**config.mk**
```make
export PLATFORM = sky130hd
export DESIGN_NAME = rr_arbiter_bist_flat
export DESIGN_NICKNAME = d
export VERILOG_FILES = /design/src/rtl/bist_pkg.sv /design/src/rtl/rr_arbiter_bist_if.sv /design/src/rtl/misr_reg.sv /design/src/rtl/rr_arbiter_bist.sv /design/src/flat_wrapper.sv
export SDC_FILE = /design/constraint.sdc
export NUM_CORES = 1
export LEC_CHECK = 0
export ABC_AREA = 0
export CORE_UTILIZATION = 60
export DETAILED_ROUTE_END_ITERATION = 8
export PLACE_DENSITY_LB_ADDON = 0.15
export SYNTH_ARGS = -nofsm -noshare
export SYNTH_HDL_FRONTEND = slang
export SYNTH_SLANG_ARGS = --single-unit
```
**constraint.sdc**
```tcl
create_clock -name clock -period 4.5 [get_ports clock]
set_input_delay 0.45 -clock clock [delete_from_list [all_inputs] [get_ports clock]]
set_output_delay 0.45 -clock clock [all_outputs]
set_load 0.1 [all_outputs]
```
**src/rtl/bist_pkg.sv**
```systemverilog
// Shared BIST definitions: LFSR/MISR polynomials and controller state encoding.
// Used by rr_arbiter_bist and misr_reg.
package bist_pkg;

    typedef enum logic [2:0] {
        ST_IDLE,
        ST_SEED,
        ST_RUN,
        ST_CMP,
        ST_DONE
    } bist_state_e;

    // Fibonacci feedback masks (x^4+x^3+1, x^8+x^6+x^5+x^4+1, x^16+x^14+x^13+x^11+1)
    localparam logic [15:0] LFSR_TAPS_4  = 16'h000C;
    localparam logic [15:0] LFSR_TAPS_8  = 16'h00B8;
    localparam logic [15:0] LFSR_TAPS_16 = 16'hB400;

    // Internal-XOR MISR polynomials (x^8+x^4+x^3+x^2+1, x^16+x^12+x^5+1)
    localparam logic [15:0] MISR_TAPS_8  = 16'h001D;
    localparam logic [15:0] MISR_TAPS_16 = 16'h1021;

    function automatic logic [15:0] lfsr_taps(input int w);
        logic [15:0] t;
        case (w)
            4:       t = LFSR_TAPS_4;
            16:      t = LFSR_TAPS_16;
            default: t = LFSR_TAPS_8;
        endcase
        return t;
    endfunction

    function automatic logic [15:0] misr_taps(input int w);
        logic [15:0] t;
        case (w)
            16:      t = MISR_TAPS_16;
            default: t = MISR_TAPS_8;
        endcase
        return t;
    endfunction

endpackage

```
**src/rtl/rr_arbiter_bist_if.sv**
```systemverilog
// Request/grant bundle between requester blocks and the arbiter.
// master = requester side, slave = arbiter side.
interface rr_arbiter_bist_if #(
    parameter int N_REQ = 4
) ();
    logic [N_REQ-1:0] request;
    logic [N_REQ-1:0] grant_o;

    modport master (
        output request,
        input  grant_o
    );

    modport slave (
        input  request,
        output grant_o
    );
endinterface

```
**src/rtl/misr_reg.sv**
```systemverilog
// Multiple-input signature register, internal-XOR form.
// Clear has priority over enable; holds otherwise.
module misr_reg
    import bist_pkg::*;
#(
    parameter int W = 8
) (
    input  logic         clock,
    input  logic         reset,
    input  logic         clear,
    input  logic         enable,
    input  logic [W-1:0] data_in,
    output logic [W-1:0] signature
);

    localparam logic [W-1:0] POLY = W'(misr_taps(W));

    // Shift with polynomial feedback and fold in the parallel input
    always_ff @(posedge clock or negedge reset) begin
        if (!reset) begin
            signature <= '0;
        end else if (clear) begin
            signature <= '0;
        end else if (enable) begin
            signature <= {signature[W-2:0], 1'b0}
                       ^ (signature[W-1] ? POLY : '0)
                       ^ data_in;
        end
    end

endmodule

```
**src/rtl/rr_arbiter_bist.sv**
```systemverilog
// Round-robin arbiter with LFSR/MISR built-in self-test.
// Define BIST_SEED_PORT_EN to add a run-time lfsr_seed input.
module rr_arbiter_bist
    import bist_pkg::*;
#(
    parameter int N_REQ       = 4,
    parameter int LFSR_BITS   = 8,
    parameter int MISR_BITS   = 8,
    parameter int TEST_CYCLES = 255,
    parameter logic [LFSR_BITS-1:0] LFSR_SEED  = '1,
    parameter logic [MISR_BITS-1:0] GOLDEN_SIG = '0
) (
    input  logic                 clock,
    input  logic                 reset,
    rr_arbiter_bist_if.slave     arb,
    input  logic                 bist_start,
`ifdef BIST_SEED_PORT_EN
    input  logic [LFSR_BITS-1:0] lfsr_seed,
`endif
    output logic                 bist_end,
    output logic                 pass_fail,
    output logic [MISR_BITS-1:0] signature_out
);

    localparam int PW = $clog2(N_REQ);
    localparam int CW = $clog2(TEST_CYCLES + 1);
    localparam logic [LFSR_BITS-1:0] LTAPS =
        LFSR_BITS'(lfsr_taps(LFSR_BITS));
    localparam logic [CW-1:0] LAST = CW'(TEST_CYCLES - 1);
    localparam logic [CW-1:0] TERM = CW'(TEST_CYCLES);

    bist_state_e          state;
    bist_state_e          state_nxt;
    logic                 start_q;
    logic                 start_edge;
    logic                 test_mode;
    logic                 test_q;
    logic [LFSR_BITS-1:0] lfsr;
    logic [LFSR_BITS-1:0] seed_val;
    logic [N_REQ-1:0]     src;
    logic [N_REQ-1:0]     grant_q;
    logic [N_REQ-1:0]     gnt_nxt;
    logic [PW-1:0]        ptr;
    logic [PW-1:0]        ptr_nxt;
    logic                 found;
    logic [CW-1:0]        count;
    logic [MISR_BITS-1:0] misr_din;

`ifdef BIST_SEED_PORT_EN
    assign seed_val = (lfsr_seed == '0) ? LFSR_SEED : lfsr_seed;
`else
    assign seed_val = LFSR_SEED;
`endif

    assign start_edge = bist_start & ~start_q;
    assign test_mode  = (state == ST_SEED) || (state == ST_RUN) ||
                        (state == ST_CMP);
    assign src        = test_mode ? lfsr[N_REQ-1:0] : arb.request;
    assign bist_end   = (state == ST_DONE);

    // Grants computed from test patterns never reach the functional side
    assign arb.grant_o = (test_mode || test_q) ? '0 : grant_q;

    // State register and start-edge detector
    always_ff @(posedge clock or negedge reset) begin
        if (!reset) begin
            state   <= ST_IDLE;
            start_q <= 1'b0;
        end else begin
            state   <= state_nxt;
            start_q <= bist_start;
        end
    end

    // Controller next-state logic
    always_comb begin
        state_nxt = state;
        unique case (state)
            ST_IDLE: if (start_edge) state_nxt = ST_SEED;
            ST_SEED: state_nxt = ST_RUN;
            ST_RUN:  if (count == LAST) state_nxt = ST_CMP;
            ST_CMP:  state_nxt = ST_DONE;
            ST_DONE: if (start_edge) state_nxt = ST_SEED;
            default: state_nxt = ST_IDLE;
        endcase
    end

    // Round-robin search: indices at/after the pointer first, then wrap
    always_comb begin
        gnt_nxt = '0;
        ptr_nxt = ptr;
        found   = 1'b0;
        for (int i = 0; i < N_REQ; i++) begin
            if (!found && src[i] && (PW'(i) >= ptr)) begin
                found      = 1'b1;
                gnt_nxt[i] = 1'b1;
                ptr_nxt    = (i == N_REQ - 1) ? '0 : PW'(i + 1);
            end
        end
        for (int i = 0; i < N_REQ; i++) begin
            if (!found && src[i]) begin
                found      = 1'b1;
                gnt_nxt[i] = 1'b1;
                ptr_nxt    = (i == N_REQ - 1) ? '0 : PW'(i + 1);
            end
        end
    end

    // Grant and pointer registers, cleared when a test is seeded
    always_ff @(posedge clock or negedge reset) begin
        if (!reset) begin
            grant_q <= '0;
            ptr     <= '0;
            test_q  <= 1'b0;
        end else if (state == ST_SEED) begin
            grant_q <= '0;
            ptr     <= '0;
            test_q  <= 1'b1;
        end else begin
            grant_q <= gnt_nxt;
            ptr     <= ptr_nxt;
            test_q  <= test_mode;
        end
    end

    // Pattern generator: load in SEED, step through RUN
    always_ff @(posedge clock or negedge reset) begin
        if (!reset) begin
            lfsr <= LFSR_SEED;
        end else if (state == ST_SEED) begin
            lfsr <= seed_val;
        end else if (state == ST_RUN) begin
            lfsr <= {lfsr[LFSR_BITS-2:0], ^(lfsr & LTAPS)};
        end
    end

    // Run-length counter, saturating at its terminal value
    always_ff @(posedge clock or negedge reset) begin
        if (!reset) begin
            count <= '0;
        end else if (state == ST_SEED) begin
            count <= '0;
        end else if (state == ST_RUN && count != TERM) begin
            count <= count + 1'b1;
        end
    end

    // Verdict captured once, then held through DONE
    always_ff @(posedge clock or negedge reset) begin
        if (!reset) begin
            pass_fail <= 1'b0;
        end else if (state == ST_SEED) begin
            pass_fail <= 1'b0;
        end else if (state == ST_CMP) begin
            pass_fail <= (signature_out == GOLDEN_SIG);
        end
    end

    // Zero-extend the internal grant into the signature input
    always_comb begin
        misr_din              = '0;
        misr_din[N_REQ-1:0]   = grant_q;
    end

    misr_reg #(
        .W (MISR_BITS)
    ) u_misr (
        .clock     (clock),
        .reset     (reset),
        .clear     (state == ST_SEED),
        .enable    (state == ST_RUN),
        .data_in   (misr_din),
        .signature (signature_out)
    );

endmodule

```
**src/flat_wrapper.sv**
```systemverilog
// flat-port wrapper written by rule: the top's interface ports become plain ports
module rr_arbiter_bist_flat import bist_pkg::*;
#(
    parameter int N_REQ       = 4,
    parameter int LFSR_BITS   = 8,
    parameter int MISR_BITS   = 8,
    parameter int TEST_CYCLES = 255,
    parameter logic [LFSR_BITS-1:0] LFSR_SEED  = '1,
    parameter logic [MISR_BITS-1:0] GOLDEN_SIG = '0
)
  (clock, reset, bist_start, bist_end, pass_fail, signature_out, arb_request, arb_grant_o);
  rr_arbiter_bist_if #(.N_REQ(N_REQ)) arb_i ();
  input  logic clock;
  input  logic reset;
  input  logic bist_start;
  output logic bist_end;
  output logic pass_fail;
  output logic [MISR_BITS-1:0] signature_out;
  input wire logic [$bits(arb_i.request)-1:0] arb_request;
  output wire logic [$bits(arb_i.grant_o)-1:0] arb_grant_o;
  assign arb_i.request = arb_request;
  assign arb_grant_o = arb_i.grant_o;
  rr_arbiter_bist #(.N_REQ(N_REQ), .LFSR_BITS(LFSR_BITS), .MISR_BITS(MISR_BITS), .TEST_CYCLES(TEST_CYCLES), .LFSR_SEED(LFSR_SEED), .GOLDEN_SIG(GOLDEN_SIG)) u_core (.clock(clock), .reset(reset), .arb(arb_i), .bist_start(bist_start), .bist_end(bist_end), .pass_fail(pass_fail), .signature_out(signature_out));
endmodule
```
# After elaboration in Yosys (flattened, before gate mapping)
# Index checks and enable logic that the tools add are counted.
# word_totals
regBits,36
latchBits,0
mem_bits_rw,0
romBits,0
inputBits,7
out_inout_bits,14
wordCells,96
memories,0
# classes
addsub,1
mul,0
div,0
n_lt_le_gt_ge,4
eq_ne,8
shifts,0
mux,39
n_bitwise,4
reduce_logical,31
# op_table
op,n
$mux 8,6
$mux 2,9
$mux 1,17
$logic_and 1x1->1,12
$mux 4,3
$pmux 3 s4,1
$reduce_bool 9->1,1
$add 8x1->8 const B,1
$eq 8x8->1 const B,1
$logic_not 8->1,1
$ne 8x8->1 const B,1
$reduce_xor 8->1,1
$xor 8x4->8,1
$xor 8x5->8,1
$logic_not 1->1,7
$eq 3x2->1 const B,2
$mux 3,2
$reduce_bool 2->1,3
$mux 5,1
$ge 1x2->1 const A,2
$ge 2x2->1 const A,2
$ne 2x1->1 const B,2
$eq 3x1->1 const B,1
$eq 3x3->1 const B,1
other kinds (6),8

# Depth between registers and ports, before layout
# Gate-level depths: netlist (run 1).
# logic_depth
word_depth,31
mapped_depth,7

# By module
# From an unflattened synthesis (run 1), not the netlist that was laid out.
# unflattened
hier_cells,200
area_unflattened_um2,1988.2
# by_module_without_submodules
mod,n_inst,cells_per_inst,area_each_um2,seq_area_each_um2
rr_arbiter_bist,1,162,1567.8,710.7
misr_reg,1,38,420.4,200.2

# Worst setup path after synthesis (run 1)
# OpenSTA, ideal clock, no wires.
# synth_path
kind,reg-to-reg
startpoint,reg u_core.state[1]
endpoint,reg u_core.state[2]
setup_time_ns,0.085
t_arrival_ns,3.162
required_ns,4.415
setup_slack_ns,1.254
path_stages_with_launch,5
cell_sequence,dfrtp_1 -> buf_4 -> nor3b_1 -> o21ai_0 -> o21ai_0
# synth_via
elab_chain_cells,4
# synth_rtl
element,line_no,source
from (decl),rr_arbiter_bist.sv:32,bist_state_e state;
from (signal assigned),rr_arbiter_bist.sv:70,state <= state_nxt;
$eq 3x3->1 *,-,
via bist_end,flat_wrapper.sv:16,output logic bist_end;
$reduce_or 2->1 (no source line) *,-,
$ne 2x1->1 (no source line),-,
$reduce_and 2->1 (no source line),-,
# The timed path passes the listed nets; every way through them passes the cells marked *.
# A chain may end at the register's enable or synchronous reset.

# Worst setup path in the final report (run 1)
# layout_path
startpoint,reg u_core.state[1]
endpoint,out arb_grant_o[3]
# layout_via
elab_chain_cells,5
# layout_rtl
element,line_no,source
$eq 3x1->1 or $eq 3x2->1 (tied branches),rr_arbiter_bist.sv:56,assign test_mode = (state == ST_SEED) || (state == ST_RUN) ||
$logic_or 1x1->1,rr_arbiter_bist.sv:56,
$logic_or 1x1->1 *,rr_arbiter_bist.sv:56,
$logic_or 1x1->1 *,rr_arbiter_bist.sv:62,assign arb.grant_o = (test_mode || test_q) ? '0 : grant_q;
$mux 4 *,rr_arbiter_bist.sv:62,
to (decl),flat_wrapper.sv:20,output wire logic [$bits(arb_i.grant_o)-1:0] arb_grant_o;
# Mark *: on every way between the ends. The rest lies on a longest branch, timed or not.

==> results of run 1 <==
## critical path, stage by stage (launching register included)
cell and delay, ns:
dfrtp_1 0.49, o21bai_4 0.42, inv_4 0.10, nor2_1 0.18
and2_1 0.15, clkdlybuf4s50_1 1.13
## cells in the mapped netlist, drive strengths merged (4+ instances only)
cell type	n
xnor2	8
nor3	5
dfrtp	28
nor2	17
mux2i	5
dfstp	8
nand4	5
a21oi	6
xor2	7
o21ai	13
o22a	5
nand3	5
clkbuf	6
nand2b	4
nand2	24
inv	6
and2	6
## cell families after synthesis
group | count (synthesis) | synth area share (%)
muxes | 8 | 4.98
AOI/OAI and AO/OA | 39 | 15.3
DFF | 36 | 47.1
buffers and inverters | 14 | 3.62
adders and majority gates | 2 | 1.29
and+or+nand+nor | 78 | 20.9
xor gates and xnor gates | 15 | 6.80
## state kept, by name, summed over array words and instances (netlist names)
signal and cells:
u_core.pass_fail 1, u_core.state 3, u_core.start_q 1, u_core.ptr 2, u_core.test_q 1, u_core.count 8, u_core.grant_q 4, u_core.u_misr.signature 8
u_core.lfsr 8
## layout by cell type (no fill, tap or decap), types with 5 or more instances in the layout
cell type and instances:
clkbuf_4 5, nor2_1 16, dfrtp_1 28, dfstp_2 8, nand2_1 24, o22a_1 5
xnor2_1 8, xor2_1 7, nand4_1 5, a21oi_1 6, o21ai_0 13, and2_1 6
clkdlybuf4s50_1 20, nand3_1 5
## worst paths after layout
kind,slack (ns),endpoint,cells after the start
max,1.24,arb_grant_o[3],5
min,0.49,u_core.pass_fail,2
max reg2reg,2.42,u_core.lfsr[0],6
min reg2reg,0.49,u_core.pass_fail,2
max in group asynchronous,3.64,u_core.lfsr[5],2
min in group asynchronous,0.51,u_core.count[5],2
## per-stage QoR
stage	utilization (%)	cells	worst slack (ns)	cell area, um2
finish	72.4	257	1.24	2210
global route	72.4	257	1.06	2210
CTS	72.4	257	1.22	2210
detailed placement	70.5	249	1.61	2150
global placement	70.5	249	1.68	2150
floorplan	-	192	1.25	1930
## cell type report
class	instances	area (um2)	area share, %
tap	44	55.1	2.49
sequential	36	911	41.2
timing repair buffer	21	208	9.40
inverter	6	25.0	1.13
multi-input combinational	142	952	43.1
clock buffer	8	58.8	2.66
## routing by layer
metal	vias to the layer above	GRT usage [%]	share of wire (%)
met3	12	4.84	4.6
met2	52	41.9	49
met5	-	0	0
li1	719	-	-
met1	731	32.0	43
met4	0	11.6	2.6
==> flow_summary.yaml, run 1 <==
outcome:
  status: "complete, no violations"
sta:
  rsz0062_at_grt: "false"
  final-max-slew-violation-count: 0
  period_share_pct: 72.5
  min_period_ns: 3.26
  hold_slack_ns: 0.492
  hold_violations: 0
  fmax_mhz: 307
  tightest_slew_ns: 0.990
  setup_viol: 0
  tns_ns: 0
  max-slew-margin-rel_pct: 33.8
  finClkSkew_ns: 0.0118
logic_synthesis:
  async_flop_share_pct: 100
  synth_top_area_share_pct: 36.2
  synth_top_cell_by_area: "dfrtp_1"
  synth_edf_count: 0
  ys_warn_count: 0
  synth_area_leaders: "dfrtp_1, dfstp_2, nand2_1, xnor2_1, o21ai_0"
  netlist_area_um2: 1930
  ys_ff_latch: 36
  synth-main-ff-cell: "dfrtp_1"
  syn_inst: 192
  avgSynthCellArea_um2: 10.1
  synth_cell_types: 45
  syn-num-nets: 201
  ys_seq_area_share_pct: 47.1
critical_path:
  startpoint_type: "register"
  path_class: "reg -> out"
  arrival_ns: 2.81
  cp-end-kind: "primary output"
  crit_required_ns: 4.05
  startpoint: "u_core.state[1]"
  cp_max_fo: 12
  r2r-start: "u_core.state[2]"
floorplan:
  die-area_um2: 3450
  die_h_um: 58.8
  rows: 20
  die_w_um: 58.8
  core_um2: 3050
  ios: 21
  initial_utilization_pct: 63.3
clock_tree:
  clk_pin_slew_worst_paths_ns: 0.10
  cts-root-buf: "clkbuf_4"
  ctsResizeCount: 0
  clock_sinks: 36
  clockBufferDepth: 2
  cts_hold_buf: 0
  cts_htree_levels: 2
  cts_tree: "done"
  clock_latency_ns: 0.34
  numCtsBuffers: 5
  cts_setup_buffers: 0
routing:
  drt_iter0_drc: 91
  final_antenna_net_count: 0
  vias: 1514
  drtPass1Iterations: 4
  totalWireLength_um: 3890
  drc_errors: 0
  vias_per_cell: 5.89
  wl_per_cell_um: 15.1
grt:
  antenna_found_initial: 0
  grt_pass1_wl_um: 6470
  overflow: 0
  grt_usage_pct: 25.2
  grt_max_degree: 37
  grt_pass1_vias: 1428
place:
  dp_hpwl_um: 2810
  gp_congestion: 0.842
  portBuffers: 20
worst_hold_path:
  hp-class: "reg -> reg"
  min_from: "u_core.pass_fail"
final_layout:
  synthToLayoutAreaGrowth_pct: 14.3
  final_nets: 221
  n_antenna_cell: 0
  layout-drive-gt1-share_pct: 13.6
  fillers: 233
job:
  drv_cap: 0
Power of run 1 is left out: the tool's default activity adds up to more than one toggle a clock period on the data nets, which glitch-free logic cannot reach.
==> run 2, diff against run 1 <==
--- a/config.mk
+++ b/config.mk
@@ -6,7 +6,7 @@
 export NUM_CORES = 1
 export LEC_CHECK = 0
 export ABC_AREA = 0
-export CORE_UTILIZATION = 60
+export CORE_UTILIZATION = 50
 export DETAILED_ROUTE_END_ITERATION = 8
 export PLACE_DENSITY_LB_ADDON = 0.15
 export SYNTH_ARGS = -nofsm -noshare
==> constraint.sdc (replaced) <==
create_clock -name clock -period 2.78 [get_ports clock]
set_input_delay 0.278 -clock clock [delete_from_list [all_inputs] [get_ports clock]]
set_output_delay 0.278 -clock clock [all_outputs]
set_load 0.1 [all_outputs]
==> run 2 against run 1 <==
Against the previous run: via count decreased by 3.4%; setup slack worse by 0.71 ns; utilization down 12 points; routed wire length grew 4.3%; first-iteration DRC count increased by 3.3%; worst hold slack worse by 0.080 ns; global-route usage is 3.2 points lower; critical path depth unchanged; clock skew decreased by 0.0035 ns; design area rose by 0.62%; critical path type unchanged.
==> flow_summary.yaml, run 2 (synthesis gave the netlist of run 1 again) <==
critical_path:
  cp-endpoint: "arb_grant_o[1]"
  rr_endpoint: "u_core.ptr[1]"
  startpoint: "u_core.state[1]"
  r2r_cells: 6
  r2r-start: "u_core.state[1]"
  cp-end-kind: "primary output"
  startpoint_type: "register"
  crit_required_ns: 2.50
  path_class: "reg -> out"
  arrival_ns: 1.97
  cp_max_fo: 12
  r2r_setup_slack_ns: 0.81
sta:
  tns_ns: 0
  max-slew-margin-rel_pct: 68.5
  fmax_mhz: 444
  finClkSkew_ns: 0.00827
  final-max-slew-violation-count: 0
  fin_ws_ns: 0.529
  rsz0062_at_grt: "false"
  period_share_pct: 81.0
  setup_viol: 0
  min_period_ns: 2.25
  tightest_slew_ns: 0.472
  hold_violations: 0
place:
  pre_cts_ws_ns: 0.816
  placed_cell_area_um2: 2130
  portBuffers: 20
  dp_hpwl_um: 2930
  gp_congestion: 0.874
grt:
  antenna_found_initial: 0
  overflow: 0
  grt_pass1_vias: 1390
  grt_max_degree: 37
  grt_pass1_wl_um: 6740
  grt_usage_pct: 22.0
final_layout:
  final_nets: 222
  reg.largest.list: "u_core.count: 8 flops, u_core.lfsr: 8 flops, u_core.u_misr.signature: 8 flops"
  multi_input_area_um2: 957
  synthToLayoutAreaGrowth_pct: 15.0
  final_area_um2: 2220
  n_antenna_cell: 0
  fillers: 325
  layout_commonest_cell: "dfrtp_1"
  layout_common_cells: "dfrtp_1, nand2_1, nor2_1, buf_4, o21ai_0"
  layout-drive-gt1-share_pct: 21.0
  fin_util_pct: 60.3
  regArea_um2: 911
clock_tree:
  cts_htree_levels: 2
  cts_hold_buf: 0
  numCtsBuffers: 5
  cts-root-buf: "clkbuf_8"
  clock_latency_ns: 0.29
  clockBufferDepth: 2
  ctsResizeCount: 0
  cts_setup_buffers: 0
  clock_sinks: 36
  cts_tree: "done"
  clk_pin_slew_worst_paths_ns: 0.07
routing:
  drc_errors: 0
  totalWireLength_um: 4050
  vias: 1462
  drtPass1Iterations: 4
  vias_per_cell: 5.58
  drt_iter0_drc: 94
  final_antenna_net_count: 0
  wl_per_cell_um: 15.5
floorplan:
  initial_utilization_pct: 52.4
  die-area_um2: 4120
  rows: 22
  die_h_um: 64.2
  ios: 21
  core_um2: 3690
  die_w_um: 64.2
worst_hold_path:
  hp-class: "in -> async"
outcome:
  status: "complete, no violations"
job:
  drv_cap: 0
[run 2: cell count changes in the layout (fill, tap and decap cells not counted)]
cell	change
buf_4	+15
clkdlybuf4s50_1	-14
clkbuf_4	-5
clkbuf_8	+5
nor3b_1	-1
nor3b_2	+1
[run 2: worst max-delay path: stages, from the launching register on]
cell      delay (ns)
dfrtp_1         0.49
o21bai_4        0.44
inv_4           0.10
nor2_1          0.19
and2_1          0.17
buf_4           0.29
[run 2: final cells by class]
class	count	share of cell area [%]
timing repair buffer	22	8.10
tap	48	2.70
clock buffer	8	4.05
inverter	6	1.13
sequential	36	41.0
multi-input combinational	142	43.1
[run 2: per-layer routing]
| layer | wire length, um | global-route usage (%) | part of all wire (%) | vias up |
|---|---|---|---|---|
| met5 | 0 | 0 | 0 | - |
| met4 | 77 | 9.17 | 1.9 | 0 |
| met3 | 147 | 6.07 | 3.6 | 9 |
| met2 | 1930 | 34.7 | 48 | 31 |
| met1 | 1900 | 28.5 | 47 | 704 |
| li1 | - | - | - | 718 |
[run 2: how the worst min path moves through the flow]
stage          slack [ns]  depth (start not counted)                          to        startpoint
2_1_floorplan       -0.02                          0             u_core.count[0]             reset
3_3_place_gp         0.47                          2            u_core.pass_fail  u_core.pass_fail
3_5_place_dp         0.47                          2            u_core.pass_fail  u_core.pass_fail
4_1_cts              0.42                          2             u_core.state[2]             reset
5_1_grt              0.45                          2  u_core.u_misr.signature[3]             reset
6_report             0.41                          2  u_core.u_misr.signature[7]             reset
[run 2: metrics by stage]
stage / hold slack, ns / std cells
finish: 0.412 / 262
global route: 0.448 / 262
CTS: 0.422 / 262
detailed placement: 0.474 / 254
global placement: 0.473 / 254
floorplan: -0.0176 / 192
Power of run 2 is left out for the same reason.
